### src/rtl/player_anim_sequencer.sv
// player_anim_sequencer: tracks player action and produces the sprite frame word offset,
// updating only on frame_tick rising edges so a displayed frame never mixes sprites.
module player_anim_sequencer #(
    parameter int FRAME_SIZE  = 1080,
    parameter int IDLE_BASE   = 0,
    parameter int RUN_BASE    = 1080,
    parameter int RUN_FRAMES  = 6,
    parameter int JUMP_BASE   = 7560,
    parameter int JUMP_FRAMES = 4,
    parameter int DEAD_BASE   = 11880,
    parameter int DEAD_FRAMES = 3,
    parameter int HOLD_TICKS  = 4
) (
    input  logic        frame_Clk,
    input  logic        Reset,
    input  logic        frame_tick,
    input  logic        move_req,
    input  logic        jump_req,
    input  logic        grounded,
    input  logic        hit,
    output logic [31:0] animationOffset,
    output logic [1:0]  anim_state,
    output logic        dead_done
);
    typedef enum logic [1:0] {IDLE, RUN, JUMP, DEAD} state_t;

    localparam logic [7:0] HOLD_LAST = 8'(HOLD_TICKS - 1);
    localparam logic [7:0] RUN_LAST  = 8'(RUN_FRAMES - 1);
    localparam logic [7:0] JUMP_LAST = 8'(JUMP_FRAMES - 1);
    localparam logic [7:0] DEAD_LAST = 8'(DEAD_FRAMES - 1);

    state_t      state, nextState;
    logic [7:0]  frameIdx, nextIdx, holdCnt, nextHold;
    logic [31:0] baseOffset;
    logic        tickQ, tickEdge, stateChange, holdWrap;

    assign tickEdge = frame_tick & ~tickQ;

    // IDLE/RUN share one rule: move_req alone selects between them
    always_comb begin
        nextState = state;
        if (state != DEAD) begin
            if (hit)
                nextState = DEAD;
            else if (state == JUMP)
                nextState = grounded ? (move_req ? RUN : IDLE) : JUMP;
            else if (jump_req && grounded)
                nextState = JUMP;
            else
                nextState = move_req ? RUN : IDLE;
        end
    end

    assign stateChange = nextState != state;
    assign holdWrap    = holdCnt == HOLD_LAST;
    assign nextHold    = (stateChange || holdWrap) ? 8'd0 : holdCnt + 8'd1;

    always_comb begin
        nextIdx = frameIdx;
        if (stateChange)
            nextIdx = 8'd0;
        else if (holdWrap)
            nextIdx = (state == RUN)  ? ((frameIdx == RUN_LAST) ? 8'd0 : frameIdx + 8'd1) :
                      (state == JUMP) ? ((frameIdx == JUMP_LAST) ? frameIdx : frameIdx + 8'd1) :
                      (state == DEAD) ? ((frameIdx == DEAD_LAST) ? frameIdx : frameIdx + 8'd1) :
                      8'd0;
    end

    assign baseOffset = (nextState == RUN)  ? 32'(RUN_BASE)  :
                        (nextState == JUMP) ? 32'(JUMP_BASE) :
                        (nextState == DEAD) ? 32'(DEAD_BASE) : 32'(IDLE_BASE);

    always_ff @(posedge frame_Clk) begin
        if (Reset) begin
            tickQ           <= 1'b1;
            state           <= IDLE;
            frameIdx        <= 8'd0;
            holdCnt         <= 8'd0;
            animationOffset <= 32'(IDLE_BASE);
            anim_state      <= 2'd0;
            dead_done       <= 1'b0;
        end else begin
            tickQ <= frame_tick;
            if (tickEdge) begin
                state           <= nextState;
                frameIdx        <= nextIdx;
                holdCnt         <= nextHold;
                animationOffset <= baseOffset + 32'(nextIdx) * 32'(FRAME_SIZE);
                anim_state      <= nextState;
                dead_done       <= (nextState == DEAD) && (nextIdx == DEAD_LAST);
            end
        end
    end
endmodule
### config.mk
export PLATFORM = sky130hd
export DESIGN_NAME = player_anim_sequencer
export DESIGN_NICKNAME = d
export VERILOG_FILES = /design/src/rtl/player_anim_sequencer.sv
export SDC_FILE = /design/constraint.sdc
export NUM_CORES = 1
export LEC_CHECK = 0
export ABC_CLOCK_PERIOD_IN_PS = 6100
export BUFFER_PORTS_ARGS = -buffer_cell sky130_fd_sc_hd__buf_2
export CAP_MARGIN = 0
export CORE_MARGIN = 5
export CORE_UTILIZATION = 56
export CTS_BUF_LIST = sky130_fd_sc_hd__clkbuf_8
export DETAILED_ROUTE_END_ITERATION = 10
export MAX_ROUTING_LAYER = met4
export PLACE_DENSITY = 0.89
export SLEW_MARGIN = 20
export SYNTH_ARGS = -nofsm -noshare
export SYNTH_HDL_FRONTEND = slang
export SYNTH_SLANG_ARGS = --single-unit
### constraint.sdc
create_clock -name frame_Clk -period 6.1 [get_ports frame_Clk]
set_input_delay 0.61 -clock frame_Clk [delete_from_list [all_inputs] [get_ports frame_Clk]]
set_output_delay 0.61 -clock frame_Clk [all_outputs]
set_load 0.02 [all_outputs]
== Word-level counts from Yosys, hierarchy flattened ==
Index checks and enable logic that the tools add are counted.
Widths: inputs -> output; s select.

* Muxes and demuxes: 18
* Multipliers: 1
* $add $sub $neg: 3
* Bitwise operators: 2
* Eq/ne operators: 13
* Reductions and logical operators: 3

{| class="wikitable"
|+ Operators by type and width
! operator !! count
|-
| $mux 8 || 9
|-
| $mux 14 || 3
|-
| $eq 8x2->1 const B || 4
|-
| $add 14x19->20 || 1
|-
| $add 8x1->8 const B || 2
|-
| $mul 8x8->16 const B || 1
|-
| $mux 2 || 5
|-
| $eq 2x2->1 const B || 4
|-
| $eq 8x3->1 const B || 1
|-
| $eq 2x1->1 const B || 2
|-
| $logic_and 1x1->1 || 2
|-
| $ne 2x2->1 || 1
|-
| $ne 2x2->1 const B || 1
|-
| $and 1x1->1 || 1
|-
| $logic_or 1x1->1 || 1
|-
| $mux 1 || 1
|-
| $not 1->1 || 1
|}

* Word-level logic and storage cells: 46
* Output and inout port bits: 35
* Register bits after elaboration: 52
* Input bits: 7

== Depth between registers and ports, before layout ==
* Depth in word-level cells: 10
* Mapped depth: 30

== Worst setup path after synthesis ==
Ideal clock, no wire load.

* Path kind: register to register
* From: reg holdCnt[0]
* To: reg animationOffset[17]
* Setup time: 79 ps
* Cell stages (with the launch flop): 26
* Arrival time: 5935 ps
* Setup slack: 86 ps
* Required time: 6021 ps
* Buffers on the path: 0
* Cells stage by stage: dfxtp_1 -> ha_1 -> nor4b_1 -> nand2_1 -> or3_1 -> or3_1 -> a21oi_1 -> inv_1 -> ha_1 -> ha_1 -> inv_1 -> fa_1 -> inv_1 -> ha_1 -> inv_1 -> fa_1 -> nor2b_1 -> o21a_1 -> nor2_1 -> xnor2_1 -> ha_1 -> o41ai_1 -> o211ai_1 -> and4b_1 -> xnor2_1 -> a211oi_2

* Word-level cells in the longest chain between the ends: 5

{| class="wikitable"
|+ Ends and longest elaborated chain
! what !! RTL line !! source
|-
| start, declared || 33 || <nowiki>logic [7:0] frameIdx, nextIdx, holdCnt, nextHold;</nowiki>
|-
| start signal, assigned || 87 || <nowiki>holdCnt <= nextHold;</nowiki>
|-
| $eq 8x2->1 || 55 || <nowiki>assign holdWrap = holdCnt == HOLD_LAST;</nowiki>
|-
| $mux 8 || 62 || <nowiki>else if (holdWrap)</nowiki>
|-
| $mux 8 || 60 || <nowiki>if (stateChange)</nowiki>
|-
| named net nextIdx[3] || 33 ||
|-
| $mul 8x8->16 || 88 || <nowiki>animationOffset <= baseOffset + 32'(nextIdx) * 32'(FRAME_SIZE);</nowiki>
|-
| $add 14x19->20 || 88 ||
|-
| end signal, assigned || 79 || <nowiki>animationOffset <= 32'(IDLE_BASE);</nowiki>
|-
| end signal, assigned || 88 ||
|-
| end, declared || 21 || <nowiki>output logic [31:0] animationOffset,</nowiki>
|}

The timed path passes the listed nets, and every way through them passes these cells.
A chain may end at the register's enable or synchronous reset.

== Worst setup path after layout ==
* From: reg frameIdx[5]
* To: reg animationOffset[17]

* Word-level cells in the longest chain between the ends: 9

{| class="wikitable"
|+ Ends and longest elaborated chain
! what !! RTL line !! source
|-
| start, declared || 33 ||
|-
| start signal, assigned || 86 || <nowiki>frameIdx <= nextIdx;</nowiki>
|-
| $add 8x1->8 or $eq 8x2->1 (tied branches) || 63, 64, 65 ||
|-
| $mux 8 (2 in series) || 65 || <nowiki>(state == DEAD) ? ((frameIdx == DEAD_LAST) ? frameIdx : frameIdx + 8'd1) :</nowiki>
|-
| $mux 8 || 64 || <nowiki>(state == JUMP) ? ((frameIdx == JUMP_LAST) ? frameIdx : frameIdx + 8'd1) :</nowiki>
|-
| $mux 8 (*) || 63 || <nowiki>nextIdx = (state == RUN) ? ((frameIdx == RUN_LAST) ? 8'd0 : frameIdx + 8'd1) :</nowiki>
|-
| $mux 8 (*) || 62 ||
|-
| $mux 8 (*) || 60 ||
|-
| named net nextIdx[6] || 33 ||
|-
| $mul 8x8->16 (*) || 88 ||
|-
| $add 14x19->20 (*) || 88 ||
|}

Mark *: on every way through the listed nets, which the timed path passes. The rest lies on a longest branch.

==> out/results.ini <==
[timing]
layout_setup_ws_ns=-0.0180
finalSetupViolations=3
fin_skew_ns=0.00757
tightest_slew_ns=0.701
clock.fmax_ghz=0.163
relSlewSlack=0.533
period_minus_slack_ns=6.12
report.final.hold_viol_count=0
finalMaxSlewViolations=0
finalSetupTns_ns=-0.0254
finalCritPeriodShare=1.00

[synthesis]
synth_top_area_cell=dfxtp_1
synthCells=478
ys.flop_type=dfxtp_1
synth.top_cell.area_share=0.201
synth-edff-count=0
synth.top_cells.by_count=57 x inv_1, 51 x ha_1, 50 x nand2_1
synthArstFlopShare=0
synth_cell_type_count=56
synthTopCellsByArea=dfxtp_1 20%, ha_1 17%, inv_1 5.8%, a21oi_1 5.7%, nand2_1 5.1%
synth_area_per_cell_um2=7.72
yosysMostFrequentCell=inv_1
syn_area_um2=3690
synth_warnings=0
synth_seq_cells=37
yosysSeqAreaShare=0.201

[die]
die_h_um=91.2
dieWidth_um=91.2
dieArea_um2=8310
start_util=0.578
placementRows=29
coreArea_um2=6390
ios=42

[cts]
numCtsBuffers=5
cts_tree=built
clk_path_buf_depth=2
clk_latency_ns=0.31
htreeDepth=2
clock-sinks=37
clk_pin_slew_worst_paths_ns=0.09
cts_root_buf=clkbuf_8

[worst_setup_path]
cpMaxStageDelayCell=or4_4
crit_required_ns=6.34
crit_path_end_kind=flop
worstSetupPathType=flop to flop
critPathMaxFanout=7
critPathArrivalTime_ns=6.36
critPathBufInv=5
cp_slowest_stage_delay_ns=0.56
crit_family=adder cells
worstSetupStartpointType=flop

[drt]
wl_um=11600
ant_nets=0
avgViaCountPerCell=6.15
first_iter_violations=310
first_pass_iters=5
route.vias.total=3766
wl_per_cell_um=19.0
drc=0

[pwr]
power_uw=614
powerDensity_nw_per_um2=138
p_leak_uw=0.00206
irDropWorstVdd_v=0.000138

[placed_design]
dp_cells=585
place_congestion=0.885
portBuffers=26
dpl.hpwl_um=7050
postPlaceCellArea_um2=3940

[finish]
final_cells=612
fin_nets=601
diodes=0
utilization=0.698
num-fill-cells=453
area_growth_pct=20.9
drive_gt1_frac=0.241
post-route-cell-area_um2=4460

[min_path]
hold_class=flop to flop

[global_route]
grt_max_degree=39
gr-usage-all-layers=0.233
grt_pass1_wl_um=15800
overflow=0
antenna_found_initial=0
grt_pass1_vias=3361

[job]
maxCapViolations=0

[outcome]
status=finished, violations left
violations=setup timing

-- power breakdown --
part / total, µW / switching [µW] / internal (µW)
combinational: 90.0 / 60.0 / 30.0
clock: 273 / 108 / 165
sequential: 250 / 4.46 / 246
-- through the flow --
step	setup WS [ns]	hold slack, ns
after floorplan	0.0859	0.462
after detailed placement	-0.207	0.441
after CTS	0.00211	0.452
after global routing	-0.277	0.474
final	-0.0180	0.455
after global placement	0.152	0.438
-- registers in the layout (all words and copies together) (netlist names) --
name	flops
dead_done	1
tickQ	1
animationOffset	17
frameIdx	8
state	2
holdCnt	8
-- layout make-up --
type,count,area [µm²],area share
clock buffer,5,68.8,0.0154
tap,77,96.3,0.0216
inverter,57,214,0.0480
sequential,37,754,0.169
clock inverter,3,68.8,0.0154
timing repair buffer,63,408,0.0914
multi-input combinational,370,2850,0.639
-- per-layer routing --
| layer | share of wire | GRT usage | vias up |
|---|---|---|---|
| met4 | 0.050 | 0.0856 | 0 |
| met2 | 0.50 | 0.401 | 220 |
| met3 | 0.075 | 0.0380 | 61 |
| met5 | 0 | - | - |
| met1 | 0.38 | 0.272 | 1759 |
| li1 | - | - | 1726 |
-- timing repair --
item                       in CTS  in global routing
hold endpoints to repair        0                  0
setup buffers                   0                 19
hold buffers                    0                  0
pin swaps                       3                 25
setup endpoints to repair       4                  8
gates resized for setup         3                 61
-- cells by family after synthesis --
family	Yosys count	share of synthesized area
adder cells (fa/ha/maj)	60	0.222
XOR/XNOR	23	0.0546
other	1	0.00102
AO/OA/AOI/OAI	105	0.194
multiplexers	1	0.00305
flip-flops	37	0.201
buffers and inverters	85	0.104
AND/OR/NAND/NOR	166	0.221
-- worst paths after layout --
check | from | endpoint | slack (ns) | cells after the start
worst max register to register | frameIdx[5] | animationOffset[17] | -0.02 | 25
worst max-delay path | frameIdx[5] | animationOffset[17] | -0.02 | 25
worst min register to register | animationOffset[7] | animationOffset[7] | 0.46 | 2
worst min-delay path | animationOffset[7] | animationOffset[7] | 0.46 | 2
-- cells in the final DEF (no fill, tap or decap), drive strengths merged, types with 2 or more instances in the layout --
| cell type | Yosys | final |
|---|---|---|
| nand2b | 3 | 3 |
| xor2 | 8 | 8 |
| or2 | 4 | 4 |
| bufinv | 0 | 2 |
| nor4b | 2 | 2 |
| a211oi | 9 | 9 |
| nor2 | 38 | 38 |
| nand2 | 50 | 50 |
| and4 | 2 | 2 |
| and2 | 4 | 4 |
| nor2b | 7 | 7 |
| and3 | 4 | 4 |
| o31ai | 2 | 2 |
| ha | 51 | 51 |
| nand4 | 4 | 4 |
| nand3b | 3 | 3 |
| a21oi | 42 | 42 |
| nor4 | 6 | 6 |
| a211o | 3 | 3 |
| a31oi | 4 | 4 |
| a21o | 6 | 6 |
| a2111oi | 3 | 3 |
| nor3 | 15 | 15 |
| fa | 9 | 9 |
| conb | 1 | 15 |
| xnor2 | 15 | 15 |
| buf | 19 | 63 |
| o21ai | 17 | 17 |
| inv | 57 | 58 |
| nand3 | 14 | 14 |
| a22oi | 2 | 2 |
| or4 | 4 | 4 |
| o21a | 3 | 3 |
| o21bai | 4 | 4 |
| dfxtp | 37 | 37 |
| clkbuf | 9 | 5 |
| or3 | 4 | 4 |
-- worst reg2reg max path, cell delays in order (launching register included) --
cell	delay, ns
dfxtp_4	0.37
or4_4	0.56
a2111oi_4	0.33
buf_4	0.22
nor4_4	0.07
o31ai_4	0.41
inv_2	0.11
ha_1	0.31
inv_1	0.05
fa_1	0.48
fa_1	0.52
inv_1	0.05
ha_2	0.18
buf_4	0.15
nor4_1	0.32
nor2_1	0.17
o21ai_4	0.10
nor2_2	0.07
xor2_2	0.29
ha_4	0.28
and3_1	0.18
a21oi_2	0.12
o211ai_1	0.12
and4b_2	0.27
xnor2_2	0.14
a211oi_2	0.17
Power figures use the tool's default switching activity.
